==> src/rtl/debug_unit.sv <==
// Host-side debug controller for the MIPS pipeline: UART program load, run/step gating and state dump.
// Optional DEBUG_UNIT_CYCLE_COUNT_EN appends a saturating enabled-cycle counter as the last dump word.
//
// state  | meaning
// IDLE   | waiting for a command byte ('L', 'C', 'S')
// LOAD   | assembling MSB-first words and writing instruction memory
// RUN    | pipeline enabled until halt is sampled
// STEP   | pipeline enabled for a single cycle
// DUMP   | streaming PC, registers, data memory (and cycle count) to the host
module debug_unit #(
  parameter int LEN        = 32,
  parameter int NB_BYTE    = 8,
  parameter int IMEM_DEPTH = 256,
  parameter int MEM_WORDS  = 16,
  parameter int N_REGS     = 32,
  parameter int READ_LAT   = 1
) (
  input  logic               clk,
  input  logic               reset,
  input  logic [NB_BYTE-1:0] rx_data,
  input  logic               rx_done,
  input  logic               tx_done,
  output logic               tx_start,
  output logic [NB_BYTE-1:0] tx_data,
  input  logic               mips_halt,
  input  logic [LEN-1:0]     mips_pc,
  input  logic [LEN-1:0]     mips_reg_data,
  input  logic [LEN-1:0]     mips_mem_data,
  output logic               mips_enable,
  output logic               mips_reset,
  output logic               debug_flag,
  output logic [LEN-1:0]     addr_debug,
  output logic [LEN-1:0]     addr_mem_inst,
  output logic [LEN-1:0]     ins_to_mem,
  output logic               wea_ram_inst
);

  localparam int BPW = LEN / NB_BYTE;
  localparam int BCW = (BPW > 1) ? $clog2(BPW) : 1;
  localparam int WCW = $clog2(1 + N_REGS + MEM_WORDS + 1);
  localparam int LW  = (READ_LAT > 0) ? $clog2(READ_LAT + 1) : 1;
`ifdef DEBUG_UNIT_CYCLE_COUNT_EN
  localparam int N_WORDS = 2 + N_REGS + MEM_WORDS;
`else
  localparam int N_WORDS = 1 + N_REGS + MEM_WORDS;
`endif
  localparam logic [WCW-1:0] REG_LAST  = WCW'(N_REGS);
  localparam logic [WCW-1:0] MEM_LAST  = WCW'(N_REGS + MEM_WORDS);
  localparam logic [WCW-1:0] WORD_LAST = WCW'(N_WORDS - 1);
  localparam logic [BCW-1:0] BYTE_LAST = BCW'(BPW - 1);
  localparam logic [LEN-1:0] IMEM_LAST = LEN'(IMEM_DEPTH - 1);
  localparam logic [NB_BYTE-1:0] CMD_L = NB_BYTE'(8'h4C);
  localparam logic [NB_BYTE-1:0] CMD_C = NB_BYTE'(8'h43);
  localparam logic [NB_BYTE-1:0] CMD_S = NB_BYTE'(8'h53);

  typedef enum logic [2:0] {S_IDLE, S_LOAD, S_RUN, S_STEP, S_DUMP} state_t;
  typedef enum logic [1:0] {D_ADDR, D_WAIT, D_SEND, D_TXW} dphase_t;

  state_t             state_q, state_d;
  dphase_t            dph_q, dph_d;
  logic [BCW-1:0]     byte_cnt_q, byte_cnt_d;
  logic [WCW-1:0]     word_cnt_q, word_cnt_d;
  logic [LW-1:0]      lat_q, lat_d;
  logic [LEN-1:0]     shift_q, shift_d;
  logic               tx_start_q, tx_start_d;
  logic [NB_BYTE-1:0] tx_data_q, tx_data_d;
  logic               mips_enable_q, mips_enable_d;
  logic               mips_reset_q, mips_reset_d;
  logic               debug_flag_q, debug_flag_d;
  logic [LEN-1:0]     addr_debug_q, addr_debug_d;
  logic [LEN-1:0]     addr_mem_inst_q, addr_mem_inst_d;
  logic [LEN-1:0]     ins_to_mem_q, ins_to_mem_d;
  logic               wea_q, wea_d;

  logic               load_cmd;
  logic [LEN-1:0]     load_word;
  logic [LEN-1:0]     dump_addr;
  logic [LEN-1:0]     cap_word;

  assign load_cmd  = (state_q == S_IDLE) && rx_done && (rx_data == CMD_L);
  assign load_word = {shift_q[LEN-NB_BYTE-1:0], rx_data};

`ifdef DEBUG_UNIT_CYCLE_COUNT_EN
  logic [31:0] cyc_cnt_q, cyc_cnt_d;

  always_comb begin
    cyc_cnt_d = cyc_cnt_q;
    if (load_cmd)
      cyc_cnt_d = '0;
    else if (mips_enable_q && (cyc_cnt_q != '1))
      cyc_cnt_d = cyc_cnt_q + 32'd1;
  end

  always_ff @(posedge clk or negedge reset) begin
    if (!reset) cyc_cnt_q <= '0;
    else        cyc_cnt_q <= cyc_cnt_d;
  end
`endif

  // word index 0 is the PC, then registers, then data memory words (byte addressed)
  always_comb begin
    if (word_cnt_q == '0)
      dump_addr = '0;
    else if (word_cnt_q <= REG_LAST)
      dump_addr = LEN'(word_cnt_q) - LEN'(1);
    else
      dump_addr = (LEN'(word_cnt_q) - LEN'(N_REGS + 1)) << 2;
  end

  always_comb begin
    if (word_cnt_q == '0)
      cap_word = mips_pc;
    else if (word_cnt_q <= REG_LAST)
      cap_word = mips_reg_data;
`ifdef DEBUG_UNIT_CYCLE_COUNT_EN
    else if (word_cnt_q <= MEM_LAST)
      cap_word = mips_mem_data;
    else
      cap_word = LEN'(cyc_cnt_q);
`else
    else
      cap_word = mips_mem_data;
`endif
  end

  always_comb begin
    state_d         = state_q;
    dph_d           = dph_q;
    byte_cnt_d      = byte_cnt_q;
    word_cnt_d      = word_cnt_q;
    lat_d           = lat_q;
    shift_d         = shift_q;
    tx_start_d      = 1'b0;
    tx_data_d       = tx_data_q;
    mips_enable_d   = 1'b0;
    mips_reset_d    = 1'b0;
    debug_flag_d    = debug_flag_q;
    addr_debug_d    = addr_debug_q;
    addr_mem_inst_d = addr_mem_inst_q;
    ins_to_mem_d    = ins_to_mem_q;
    wea_d           = 1'b0;
    case (state_q)
      S_IDLE: begin
        debug_flag_d = 1'b0;
        if (load_cmd) begin
          state_d         = S_LOAD;
          byte_cnt_d      = '0;
          addr_mem_inst_d = '0;
        end else if (rx_done && (rx_data == CMD_C)) begin
          state_d = S_RUN;
        end else if (rx_done && (rx_data == CMD_S)) begin
          state_d = S_STEP;
        end
      end
      S_LOAD: begin
        if (rx_done) begin
          shift_d = load_word;
          if (byte_cnt_q == BYTE_LAST) begin
            byte_cnt_d   = '0;
            ins_to_mem_d = load_word;
            wea_d        = 1'b1;
          end else begin
            byte_cnt_d = byte_cnt_q + BCW'(1);
          end
        end
        // the write cycle decides whether loading ends; the address moves on regardless
        if (wea_q) begin
          addr_mem_inst_d = addr_mem_inst_q + LEN'(1);
          if (ins_to_mem_q == '1) begin
            mips_reset_d = 1'b1;
            state_d      = S_IDLE;
          end else if (addr_mem_inst_q == IMEM_LAST) begin
            state_d = S_IDLE;
          end
        end
      end
      S_RUN, S_STEP: begin
        if (mips_halt || ((state_q == S_STEP) && mips_enable_q)) begin
          state_d      = S_DUMP;
          dph_d        = D_ADDR;
          word_cnt_d   = '0;
          debug_flag_d = 1'b1;
        end else begin
          mips_enable_d = 1'b1;
        end
      end
      S_DUMP: begin
        case (dph_q)
          D_ADDR: begin
            addr_debug_d = dump_addr;
            lat_d        = LW'(READ_LAT);
            dph_d        = D_WAIT;
          end
          D_WAIT: begin
            if (lat_q == '0) begin
              shift_d    = cap_word;
              byte_cnt_d = '0;
              dph_d      = D_SEND;
            end else begin
              lat_d = lat_q - LW'(1);
            end
          end
          D_SEND: begin
            tx_start_d = 1'b1;
            tx_data_d  = shift_q[LEN-1 -: NB_BYTE];
            dph_d      = D_TXW;
          end
          default: begin
            if (tx_done) begin
              shift_d = shift_q << NB_BYTE;
              if (byte_cnt_q != BYTE_LAST) begin
                byte_cnt_d = byte_cnt_q + BCW'(1);
                dph_d      = D_SEND;
              end else if (word_cnt_q == WORD_LAST) begin
                state_d      = S_IDLE;
                debug_flag_d = 1'b0;
                addr_debug_d = '0;
              end else begin
                word_cnt_d = word_cnt_q + WCW'(1);
                dph_d      = D_ADDR;
              end
            end
          end
        endcase
      end
      default: state_d = S_IDLE;
    endcase
  end

  always_ff @(posedge clk or negedge reset) begin
    if (!reset) begin
      state_q         <= S_IDLE;
      dph_q           <= D_ADDR;
      byte_cnt_q      <= '0;
      word_cnt_q      <= '0;
      lat_q           <= '0;
      shift_q         <= '0;
      tx_start_q      <= 1'b0;
      tx_data_q       <= '0;
      mips_enable_q   <= 1'b0;
      mips_reset_q    <= 1'b1;
      debug_flag_q    <= 1'b0;
      addr_debug_q    <= '0;
      addr_mem_inst_q <= '0;
      ins_to_mem_q    <= '0;
      wea_q           <= 1'b0;
    end else begin
      state_q         <= state_d;
      dph_q           <= dph_d;
      byte_cnt_q      <= byte_cnt_d;
      word_cnt_q      <= word_cnt_d;
      lat_q           <= lat_d;
      shift_q         <= shift_d;
      tx_start_q      <= tx_start_d;
      tx_data_q       <= tx_data_d;
      mips_enable_q   <= mips_enable_d;
      mips_reset_q    <= mips_reset_d;
      debug_flag_q    <= debug_flag_d;
      addr_debug_q    <= addr_debug_d;
      addr_mem_inst_q <= addr_mem_inst_d;
      ins_to_mem_q    <= ins_to_mem_d;
      wea_q           <= wea_d;
    end
  end

  assign tx_start      = tx_start_q;
  assign tx_data       = tx_data_q;
  assign mips_enable   = mips_enable_q;
  assign mips_reset    = mips_reset_q;
  assign debug_flag    = debug_flag_q;
  assign addr_debug    = addr_debug_q;
  assign addr_mem_inst = addr_mem_inst_q;
  assign ins_to_mem    = ins_to_mem_q;
  assign wea_ram_inst  = wea_q;

endmodule

==> config.mk <==
export PLATFORM = sky130hd
export DESIGN_NAME = debug_unit
export DESIGN_NICKNAME = d
export VERILOG_FILES = /design/src/rtl/debug_unit.sv
export SDC_FILE = /design/constraint.sdc
export NUM_CORES = 1
export LEC_CHECK = 0
export CAP_MARGIN = 20
export CORE_ASPECT_RATIO = 2
export CORE_UTILIZATION = 52
export DETAILED_ROUTE_END_ITERATION = 12
export PLACE_DENSITY = 0.95
export SYNTH_ARGS = -nofsm -noshare
export SYNTH_HDL_FRONTEND = slang
export SYNTH_SLANG_ARGS = --single-unit
export TNS_END_PERCENT = 1
==> constraint.sdc <==
create_clock -name clk -period 3.4 [get_ports clk]
set_input_delay 0.34 -clock clk [delete_from_list [all_inputs] [get_ports clk]]
set_output_delay 0.34 -clock clk [all_outputs]
set_load 0.005 [all_outputs]
Word-level counts from Yosys, hierarchy flattened
Cells that the tools add are included.
{"block": "word_totals", "ff_bits": 155, "inputBits": 109, "output_inout_bits": 109}
{"block": "classes", "addsub": 6, "order_cmp": 1, "n_eq_ne": 32, "mux": 67, "bitwise": 1, "n_reduce_logical": 32}
{"op": "2-to-1 mux 32 bit", "count": 12}
{"op": "one-hot mux 32 bit (2 select lines)", "count": 4}
{"op": "2-to-1 mux 3 bit", "count": 11}
{"op": "adder 32 x 1 -> 32 bit, second input constant", "count": 1}
{"op": "== test 32 bit, second input constant", "count": 1}
{"op": "== test 32 x 8 -> 1 bit, second input constant", "count": 1}
{"op": "2-to-1 mux 6 bit", "count": 5}
{"op": "== test 8 x 7 -> 1 bit, second input constant", "count": 3}
{"op": "2-to-1 mux 2 bit", "count": 11}
{"op": "!= test 2 bit, second input constant", "count": 11}
{"op": "2-to-1 mux 1 bit", "count": 16}
{"op": "AND reduction 5 bit", "count": 3}
{"op": "!= test 3 bit, second input constant", "count": 4}
{"op": "one-hot mux 2 bit (3 select lines)", "count": 2}
{"op": "one-hot mux 3 bit (4 select lines)", "count": 1}
{"op": "one-hot mux 6 bit (2 select lines)", "count": 1}
{"op": "AND reduction 6 bit", "count": 2}
{"op": "nonzero test 2 bit", "count": 6}
{"op": "one-hot mux 2 bit (2 select lines)", "count": 2}
{"op": "AND reduction 8 bit", "count": 1}
{"op": "AND reduction 7 bit", "count": 1}
{"op": "subtractor 6 x 1 -> 7 bit, second input constant", "count": 1}
{"op": "subtractor 6 x 6 -> 7 bit, second input constant", "count": 1}
{"op": "adder 6 x 1 -> 6 bit, second input constant", "count": 1}
{"op": "other kinds (26)", "count": 37}

Logic depth before layout (Yosys ltp)
Gate-level depths: netlist of run 1.
{"block": "depth", "word_depth": 6, "mapped_depth": 10, "ltp_nobuf": 7}

Least setup slack after synthesis of run 1
No wires, ideal clock.
{"block": "synth_path", "kind": "reg2reg", "from": "register word_cnt_q[0]", "to": "register shift_q[3]", "arrival_ps": 2126, "required_time_ps": 3259, "path_slack_ps": 1133, "stages_incl_launch_ff": 11, "n_path_buf": 3, "path_cell_list": "dfrtp_1 inv_1 ha_1 or3b_1 buf_2 or2_1 buf_2 buf_6 a211oi_2 a211o_1 a31oi_1"}
{"block": "synth_via", "elab_chain_cells": 6}
{"item": "from (decl)", "line_no": "62", "rtl": "logic [WCW-1:0] word_cnt_q, word_cnt_d;"}
{"item": "from (signal assigned)", "line_no": "251", "rtl": "word_cnt_q <= word_cnt_d;"}
{"item": "<= comparator 6 bit", "line_no": "113", "rtl": "else if (word_cnt_q <= REG_LAST)"}
{"item": "2-to-1 mux 32 bit", "line_no": "113"}
{"item": "2-to-1 mux 32 bit (*)", "line_no": "111", "rtl": "if (word_cnt_q == '0)"}
{"item": "2-to-1 mux 32 bit (*)", "line_no": "195", "rtl": "if (lat_q == '0) begin"}
{"item": "one-hot mux 32 bit (2 select lines) (*)", "line_no": "188", "rtl": "case (dph_q)"}
{"item": "one-hot mux 32 bit (2 select lines) (*)", "line_no": "142", "rtl": "case (state_q)"}
{"item": "to (signal assigned)", "line_no": "253", "rtl": "shift_q <= shift_d;"}
{"item": "to (decl)", "line_no": "64", "rtl": "logic [LEN-1:0] shift_q, shift_d;"}
Mark *: on every way between the ends. The rest lies on a longest branch, timed or not. The select of a mux whose other input is x is not followed.
A chain may end at the register's enable or synchronous reset.

Final worst setup path of run 1
{"block": "layout_path", "from": "register word_cnt_q[0]", "to": "register shift_q[18]"}
Same word-level chain as after synthesis.

==> results of run 1 <==
-- final cells by class --
type	instances	area (um2)	share of cell area
timing repair buffer	231	2310	0.224
clock buffer	17	425	0.0412
multi-input combinational	587	3840	0.372
sequential	132	3310	0.320
clock inverter	15	160	0.0155
tap	192	240	0.0233
inverter	10	37.5	0.00363
antenna	2	5.00	0.000485
-- final timing paths --
path | from | to
setup / recovery | word_cnt_q[0]$_DFFE_PN0P_ | shift_q[18]$_DFFE_PN0P_
setup reg to reg | word_cnt_q[0]$_DFFE_PN0P_ | shift_q[18]$_DFFE_PN0P_
max in group asynchronous | reset | shift_q[1]$_DFFE_PN0P_
hold / removal | reset | addr_debug[0]$_DFFE_PN0P_
hold reg to reg | addr_debug[4]$_DFFE_PN0P_ | addr_debug[4]$_DFFE_PN0P_
min in group clk | addr_debug[4]$_DFFE_PN0P_ | addr_debug[4]$_DFFE_PN0P_
-- sequential cells by signal, summed over array words and instances, names as in the netlist, 3 cells and up --
signal	cells
addr_mem_inst	32
ins_to_mem	32
shift_q	32
addr_debug	9
tx_data	8
word_cnt_q	6
state_q	3
-- layer usage --
layer | global-route usage | routed length [um] | vias up
li1 | - | - | 3302
met1 | 0.371 | 8770 | 3621
met2 | 0.625 | 13800 | 509
met3 | 0.171 | 3070 | 180
met4 | 0.289 | 2510 | 6
met5 | 0 | 35 | -
-- layout by cell type (no fill, tap or decap), types with 4 or more instances in the layout --
cell type	Yosys	routed
a211o_1	11	11
a211oi_1	27	27
a211oi_2	5	5
a21oi_1	25	25
a22o_1	4	4
a311o_1	24	24
a31oi_1	35	35
and2_1	35	35
and3_1	5	5
buf_4	27	11
clkbuf_16	0	17
clkdlybuf4s50_1	0	216
dfrtp_1	131	130
ha_1	8	8
inv_1	10	10
inv_6	0	6
inv_8	0	4
mux2_2	43	43
mux2i_1	10	10
nand2_1	120	119
nand3_1	14	14
nand4_1	18	18
nor2_1	58	58
nor3_1	9	9
nor4_1	10	10
o21ai_0	30	30
o31ai_1	8	8
or2_2	3	4
or3_1	16	16
or4_1	6	6
xnor2_1	6	6
xor2_1	7	7
-- synth_stat cells (all sizes together), types with 11 or more instances --
master	n
and2	35
nand4	19
a211o	11
a31oi	35
nand2	120
nand3	15
o21ai	32
clkbuf	28
mux2	43
nor2	58
a311o	24
buf	52
nor4	11
a21oi	26
or3	17
a211oi	32
dfrtp	131
-- logic make-up (layout without fill, tap and decap cells) --
logic type	after synthesis	after routing	synth area share
other	0	2	0
AO/OA/AOI/OAI	191	191	0.179
buffers and inverters	90	273	0.0641
AND/OR/NAND/NOR	322	322	0.218
flip-flops	132	132	0.434
XOR/XNOR	13	13	0.0149
multiplexers	53	53	0.0767
adder cells (fa/ha/maj)	8	8	0.0131
-- through the flow --
stage	std cells	total power [uW]	setup slack [ns]	util	instance area, um2
after floorplan	809	3130	1.13	-	7620
after global placement	1151	4090	0.664	0.678	9730
after detailed placement	1151	4170	0.580	0.678	9730
after CTS	1183	6040	0.522	0.719	10300
after global routing	1185	6340	0.334	0.719	10300
final	1186	6100	0.460	0.720	10300
-- power by group --
part / internal, uW / switching [uW] / leakage [uW] / total (uW)
registers: 1920 / 416 / 0.00154 / 2330
clock network: 1040 / 804 / 0.000284 / 1850
logic: 1070 / 854 / 0.00227 / 1920
-- worst max-delay path: cells and delay by family (launching register included) --
| kind | cells | cell delay (ns) |
|---|---|---|
| fa+ha+maj | 1 | 0.27 |
| compound gates | 3 | 0.85 |
| flops | 1 | 0.45 |
| buf+inv | 1 | 0.11 |
| simple gates | 2 | 1.08 |
==> impl_metrics.yaml, run 1 <==
synthesis:
  ys_seq_elements: 132
  synth_edf_count: 0
  synth_ff_type: "dfrtp_1"
  yosys-top-cells-area: "dfrtp_1 43%, mux2_2 6.4%, nand2_1 5.9%"
  synth_warnings: 0
  synthDistinctLibCells: 70
  yosysTopAreaCell: "dfrtp_1"
  synthCells: 809
  async_flop_share: 1.00
  synth-seq-area-share: 0.434
  synth_area_um2: 7620
  yosysTopAreaCellShare: 0.430
  syn-num-nets: 926
  synth.avg_cell_area_um2: 9.42
timing:
  tightest_slew_ns: 1.01
  slew_headroom: 0.327
  setup_tns_ns: 0
  hold_viol: 0
  slew_violations: 0
  hold_ws_ns: 0.0595
  finalCriticalPeriod_ns: 2.94
  rsz0062_at_grt: "no"
  finalCritPeriodShare: 0.865
  clock.fmax_mhz: 340
  clock_skew_ns: 0.00858
  setup_viol: 0
grt:
  groute.usage.overall: 0.384
  grt_overflow: 0
  grt_pass1_vias: 7453
  grt_max_degree: 73
  grt_pass1_wl_um: 42600
  antenna_found_initial: 6
worst_setup_path:
  cp_data_required_time_ns: 3.65
  cp_slowest_cell: "or2_2"
  crit_path_end_kind: "flip-flop"
  worst_ep_arrival_time_ns: 3.19
  critPathLaunchType: "flip-flop"
  cp_slowest_stage_delay_ns: 0.59
  r2r_cells: 7
  cp_max_fo: 33
  crit_type: "reg -> reg"
  ff2ff_setup_slack_ns: 0.46
  path_cells: "inv_1, ha_1, or3b_1, or2_2, a211oi_1, a311o_1, a31oi_1"
routing:
  dr.pass1.iters: 6
  via_count: 7618
  drtIter0Drc: 601
  wl_per_cell_um: 23.8
  finalWirelength_um: 28200
  drc: 0
  ant_nets: 0
  viasPerCell: 6.42
floorplanning:
  die_x_um: 87.6
  ios: 218
  initial_utilization: 0.531
  die-area_um2: 15200
  rows: 62
  die_h_um: 173
  fp.coreArea_um2: 14400
clock_network:
  post-cts-setup-buffers: 0
  cts.sinks: 132
  htree_levels: 4
  clockRootBuffer: "clkbuf_16"
  path_clk_slew_ns: 0.07
  cts.path.max_buffers: 2
  numCtsBuffers: 17
  hold_buffers: 0
  cts-resized-gates: 0
  cts_tree: "done"
  clk_latency_ns: 0.42
power:
  p_leak_uw: 0.00409
  ir_drop_v: 0.000414
  power_density_nw_per_um2: 590
layout:
  final_nets: 1096
  area_delta_synth_final_pct: 35.6
  n_fill_cell: 957
  drive_gt1_frac: 0.113
flow_run:
  max_cap_viol_count: 0
place:
  place_hpwl_um: 18600
  gp_congestion: 0.954
  port_buffers: 217
status:
  status: "finished clean"
hold_path:
  hold_path_class: "in -> async"
No activity file was read; power rests on OpenSTA's default activity.
==> run 2: changes to the inputs <==
--- a/config.mk
+++ b/config.mk
@@ -6,8 +6,10 @@
 export NUM_CORES = 1
 export LEC_CHECK = 0
 export CAP_MARGIN = 20
+export CELL_PAD_IN_SITES_DETAIL_PLACEMENT = 1
+export CELL_PAD_IN_SITES_GLOBAL_PLACEMENT = 1
 export CORE_ASPECT_RATIO = 2
-export CORE_UTILIZATION = 52
+export CORE_UTILIZATION = 39
 export DETAILED_ROUTE_END_ITERATION = 12
 export PLACE_DENSITY = 0.95
 export SYNTH_ARGS = -nofsm -noshare
==> impl_metrics.yaml, run 2 (synthesis gave the netlist of run 1 again) <==
status:
  status: "finished clean"
floorplanning:
  ios: 218
  rows: 72
  initial_utilization: 0.395
  fp.coreArea_um2: 19300
  die-area_um2: 20100
  die_h_um: 200
  die_x_um: 101
place:
  place_hpwl_um: 22000
  gp_congestion: 0.859
  port_buffers: 217
timing:
  rsz0062_at_grt: "no"
  finalCritPeriodShare: 0.902
  setup_viol: 0
  setup_tns_ns: 0
  hold_viol: 0
  finalCriticalPeriod_ns: 3.07
  clock.fmax_mhz: 326
  slew_headroom: 0.270
  tightest_slew_ns: 1.09
  clock_skew_ns: 0.0113
  slew_violations: 0
grt:
  grt_pass1_wl_um: 46200
  groute.usage.overall: 0.316
  grt_pass1_vias: 7900
  grt_max_degree: 73
  antenna_found_initial: 9
  grt_overflow: 0
worst_setup_path:
  critPathLaunchType: "flip-flop"
  path_cells: "inv_1, ha_1, or3b_1, or2_2, buf_4, a211oi_1, a311o_1, a31oi_1"
  crit_path_end_kind: "flip-flop"
  cp_max_fo: 45
  cp_slowest_cell: "or2_2"
  cp_data_required_time_ns: 3.68
  cpLargestDelayFamily: "simple AND/OR/NAND/NOR gates"
  cp_slowest_stage_delay_ns: 0.64
  crit_type: "reg -> reg"
  cp_num_buf_inv: 2
  worst_ep_arrival_time_ns: 3.34
routing:
  drc: 0
  finalWirelength_um: 30800
  ant_nets: 0
  dr.pass1.iters: 5
  wl_per_cell_um: 24.5
  via_count: 7360
  drtIter0Drc: 340
  viasPerCell: 5.86
hold_path:
  hold_path_class: "reg -> reg"
layout:
  final_nets: 1095
  n_fill_cell: 2184
  drive_gt1_frac: 0.111
  layout_common_cells: "216 x clkdlybuf4s50_1, 130 x dfrtp_1, 119 x nand2_1"
  area_delta_synth_final_pct: 37.0
  final_common_cell: "clkdlybuf4s50_1"
clock_network:
  numCtsBuffers: 17
  htree_levels: 4
  cts.sinks: 132
  clockRootBuffer: "clkbuf_16"
  cts.path.max_buffers: 2
  clk_latency_ns: 0.43
  path_clk_slew_ns: 0.07
  cts_tree: "done"
power:
  p_leak_uw: 0.00409
  power_density_nw_per_um2: 596
  ir_drop_v: 0.000373
  p_total_uw: 6220
flow_run:
  max_cap_viol_count: 0
==> run 2: cell count changes in the layout (fill, tap and decap cells not counted), sizes merged <==
| cell | previous run | this run |
|---|---|---|
| dlygate4sd3 | 0 | 1 |
| buf | 15 | 13 |
| bufinv | 1 | 3 |
| clkinvlp | 2 | 4 |
| inv | 20 | 17 |
| clkbuf | 17 | 18 |
| diode | 2 | 5 |
| clkinv | 2 | 0 |
==> run 2: worst register-to-register path, stage by stage (launching register included) <==
cell	delay [ns]
dfrtp_1	0.45
inv_1	0.12
ha_1	0.26
or3b_1	0.48
or2_2	0.64
buf_4	0.35
a211oi_1	0.32
a311o_1	0.20
a31oi_1	0.10
==> run 2: worst paths after layout <==
| path | from | endpoint | slack [ns] | cells after the start |
|---|---|---|---|---|
| setup / recovery | word_cnt_q[0]$_DFFE_PN0P_ | shift_q[31]$_DFFE_PN0P_ | 0.33 | 8 |
| hold / removal | addr_debug[1]$_DFFE_PN0P_ | addr_debug[1]$_DFFE_PN0P_ | 0.48 | 2 |
| setup reg to reg | word_cnt_q[0]$_DFFE_PN0P_ | shift_q[31]$_DFFE_PN0P_ | 0.33 | 8 |
| hold reg to reg | addr_debug[1]$_DFFE_PN0P_ | addr_debug[1]$_DFFE_PN0P_ | 0.48 | 2 |
| max in group asynchronous | reset | addr_mem_inst[20]$_DFFE_PN0P_ | 1.95 | 3 |
| min in group asynchronous | reset | tx_data[2]$_DFFE_PN0P_ | 0.51 | 2 |
==> run 2: final cells by class <==
| type | count | area, um2 | area share |
|---|---|---|---|
| antenna | 5 | 12.5 | 0.00120 |
| inverter | 10 | 37.5 | 0.00360 |
| tap | 259 | 324 | 0.0311 |
| clock buffer | 18 | 439 | 0.0421 |
| timing repair buffer | 230 | 2280 | 0.219 |
| multi-input combinational | 587 | 3840 | 0.368 |
| clock inverter | 14 | 189 | 0.0181 |
| sequential | 132 | 3310 | 0.317 |
==> run 2: where the power goes <==
| part | internal, uW | total [uW] | switching (uW) |
|---|---|---|---|
| combinational | 1060 | 1900 | 838 |
| sequential | 1920 | 2340 | 425 |
| clock | 1200 | 1980 | 782 |
| total | 4170 | 6220 | 2050 |
==> run 2: routing by layer <==
layer,track usage,up-vias,part of all wire
li1,-,3284,-
met3,0.0955,139,0.072
met4,0.282,6,0.087
met5,0,-,0.0012
met1,0.289,3645,0.32
met2,0.553,286,0.52
==> run 2: per-stage QoR <==
step / utilization / cells / cell area (um2) / setup WS [ns] / hold WS, ns
final: 0.541 / 1255 / 10400 / 0.332 / 0.483
after CTS: 0.541 / 1250 / 10400 / 0.344 / 0.486
after global placement: 0.507 / 1217 / 9780 / 0.565 / 0.447
after floorplan: - / 809 / 7620 / 1.13 / 0.0444
after global routing: 0.541 / 1255 / 10400 / 0.131 / 0.522
after detailed placement: 0.507 / 1217 / 9780 / 0.365 / 0.453
==> run 2: what timing repair did <==
item,in CTS,in global routing
gates resized for setup,0,0
hold buffers,1,0
buffers inserted,0,0
hold endpoints to repair,3,0
==> run 3: changes to the inputs <==
--- a/config.mk
+++ b/config.mk
@@ -11,7 +11,7 @@
 export CORE_ASPECT_RATIO = 2
 export CORE_UTILIZATION = 39
 export DETAILED_ROUTE_END_ITERATION = 12
-export PLACE_DENSITY = 0.95
+export PLACE_DENSITY = 0.93
 export SYNTH_ARGS = -nofsm -noshare
 export SYNTH_HDL_FRONTEND = slang
 export SYNTH_SLANG_ARGS = --single-unit
==> constraint.sdc (replaced) <==
create_clock -name clk -period 3.4 [get_ports clk]
set_input_delay 0.68 -clock clk [delete_from_list [all_inputs] [get_ports clk]]
set_output_delay 0.68 -clock clk [all_outputs]
set_load 0.005 [all_outputs]
==> impl_metrics.yaml, run 3 (synthesis gave the netlist of run 1 again) <==
clock_network:
  clockRootBuffer: "clkbuf_16"
  post-cts-setup-buffers: 0
  cts_tree: "done"
  cts.path.max_buffers: 2
  cts-resized-gates: 0
  numCtsBuffers: 17
  clk_latency_ns: 0.43
  path_clk_slew_ns: 0.07
  htree_levels: 4
  hold_buffers: 0
  cts.sinks: 132
power:
  clockPowerShare: 0.298
  ir_drop_v: 0.000399
  combinationalPowerShare: 0.312
  swShare: 0.340
  p_leak_uw: 0.00408
  p_int_uw: 3940
  p_switching_uw: 2030
  power_density_nw_per_um2: 575
  seq_power_share: 0.390
timing:
  setup_viol: 0
  clock.fmax_mhz: 333
  slew_headroom: 0.465
  tightest_slew_ns: 0.801
  rsz0062_at_grt: "no"
  finalCriticalPeriod_ns: 3.00
  hold_viol: 0
  setup_slack_ns: 0.395
  setup_tns_ns: 0
  finalCritPeriodShare: 0.884
  slew_violations: 0
  clock_skew_ns: 0.0146
place:
  place_hpwl_um: 21000
  port_buffers: 217
  gp_congestion: 0.853
  postPlaceCellArea_um2: 9830
  place_ws_ns: 0.356
  dp_cells: 1220
layout:
  final_cells: 1254
  drive_gt1_frac: 0.114
  final_nets: 1097
  post-route-util: 0.539
  final_area_um2: 10400
  final_common_cell: "clkdlybuf4s50_1"
  area_delta_synth_final_pct: 36.5
  layout_common_cells: "216 x clkdlybuf4s50_1, 130 x dfrtp_1, 119 x nand2_1"
routing:
  wl_per_cell_um: 23.0
  ant_nets: 0
  drc: 0
  dr.pass1.iters: 5
  drtIter0Drc: 311
  finalWirelength_um: 28900
  viasPerCell: 5.88
  via_count: 7368
floorplanning:
  fp.coreArea_um2: 19300
  die-area_um2: 20100
  die_x_um: 101
  initial_utilization: 0.395
  rows: 72
  die_h_um: 200
  ios: 218
worst_setup_path:
  crit_type: "reg -> reg"
  ff2ff_setup_slack_ns: 0.40
  cp_max_fo: 57
  crit-reg2reg-capture: "shift_q[8]$_DFFE_PN0P_"
  cp_data_required_time_ns: 3.66
  worst_ep_arrival_time_ns: 3.27
  r2r_cells: 8
  rr_startpoint: "word_cnt_q[0]$_DFFE_PN0P_"
  critPathLaunchType: "flip-flop"
  crit_path_end_kind: "flip-flop"
grt:
  grt_max_degree: 73
  grt_overflow: 0
  groute.usage.overall: 0.289
  grt_pass1_wl_um: 43200
  grt_pass1_vias: 7755
  antenna_found_initial: 2
status:
  status: "finished clean"
hold_path:
  hold_path_class: "in -> async"
flow_run:
  max_cap_viol_count: 0
-- run 3: cell count changes in the layout (fill, tap and decap cells not counted), sizes merged, moves of 3 or more --
cell / delta
buf: +3
bufinv: -3
diode: -3
clkinv: +4
-- run 3: per-stage QoR --
step                hold slack [ns]  power, uW
floorplan                     0.384       3130
global placement              0.470       4120
detailed placement            0.488       4200
CTS                           0.340       6010
global route                  0.384       6260
finish                        0.322       5970
-- run 3: critical path, cell delays in order (launching register included) --
cell and delay, ns:
dfrtp_1 0.47, inv_1 0.14, ha_1 0.31, or3b_1 0.51, or2_2 0.35, buf_12 0.20, a211oi_1 0.46, a311o_1 0.29
a31oi_1 0.12
-- run 3: cell type report --
type                    count  area [um2]
fillers                  2221        8880
multi-input cells         587        3840
flip-flops and latches    132        3310
repair buffers            232        2320
clock buffers              17         425
well taps                 259         324
clock inverters            15         138
inverters                  10        37.5
diodes                      2        5.00
-- run 3: worst max-delay path by stage --
stage                                   start                       endpoint  slack [ns]  depth (start not counted)
global route        word_cnt_q[0]$_DFFE_PN0P_         shift_q[8]$_DFFE_PN0P_        0.33                          8
global placement                   rx_data[7]  addr_mem_inst[17]$_DFFE_PN0P_        0.44                          6
CTS                 word_cnt_q[0]$_DFFE_PN0P_         shift_q[8]$_DFFE_PN0P_        0.45                          8
floorplan           word_cnt_q[0]$_DFFE_PN0P_         shift_q[3]$_DFFE_PN0P_        1.13                         10
finish              word_cnt_q[0]$_DFFE_PN0P_         shift_q[8]$_DFFE_PN0P_        0.40                          8
detailed placement                 rx_data[7]  addr_mem_inst[21]$_DFFE_PN0P_        0.36                          6
-- run 3: metal layers --
layer / global-route usage / up-vias / part of all wire
li1: - / 3277 / -
met1: 0.265 / 3670 / 0.33
met2: 0.527 / 295 / 0.53
met3: 0.0514 / 126 / 0.050
met4: 0.266 / 0 / 0.088
met5: 0 / - / 0
-- run 3: power groups by stage --
stage	logic, uW	registers, uW	clock network (uW)
finish	1870	2330	1780
global route	2020	2370	1870
CTS	1880	2330	1810
detailed placement	1850	2350	0
global placement	1780	2330	0
floorplan	902	2220	0
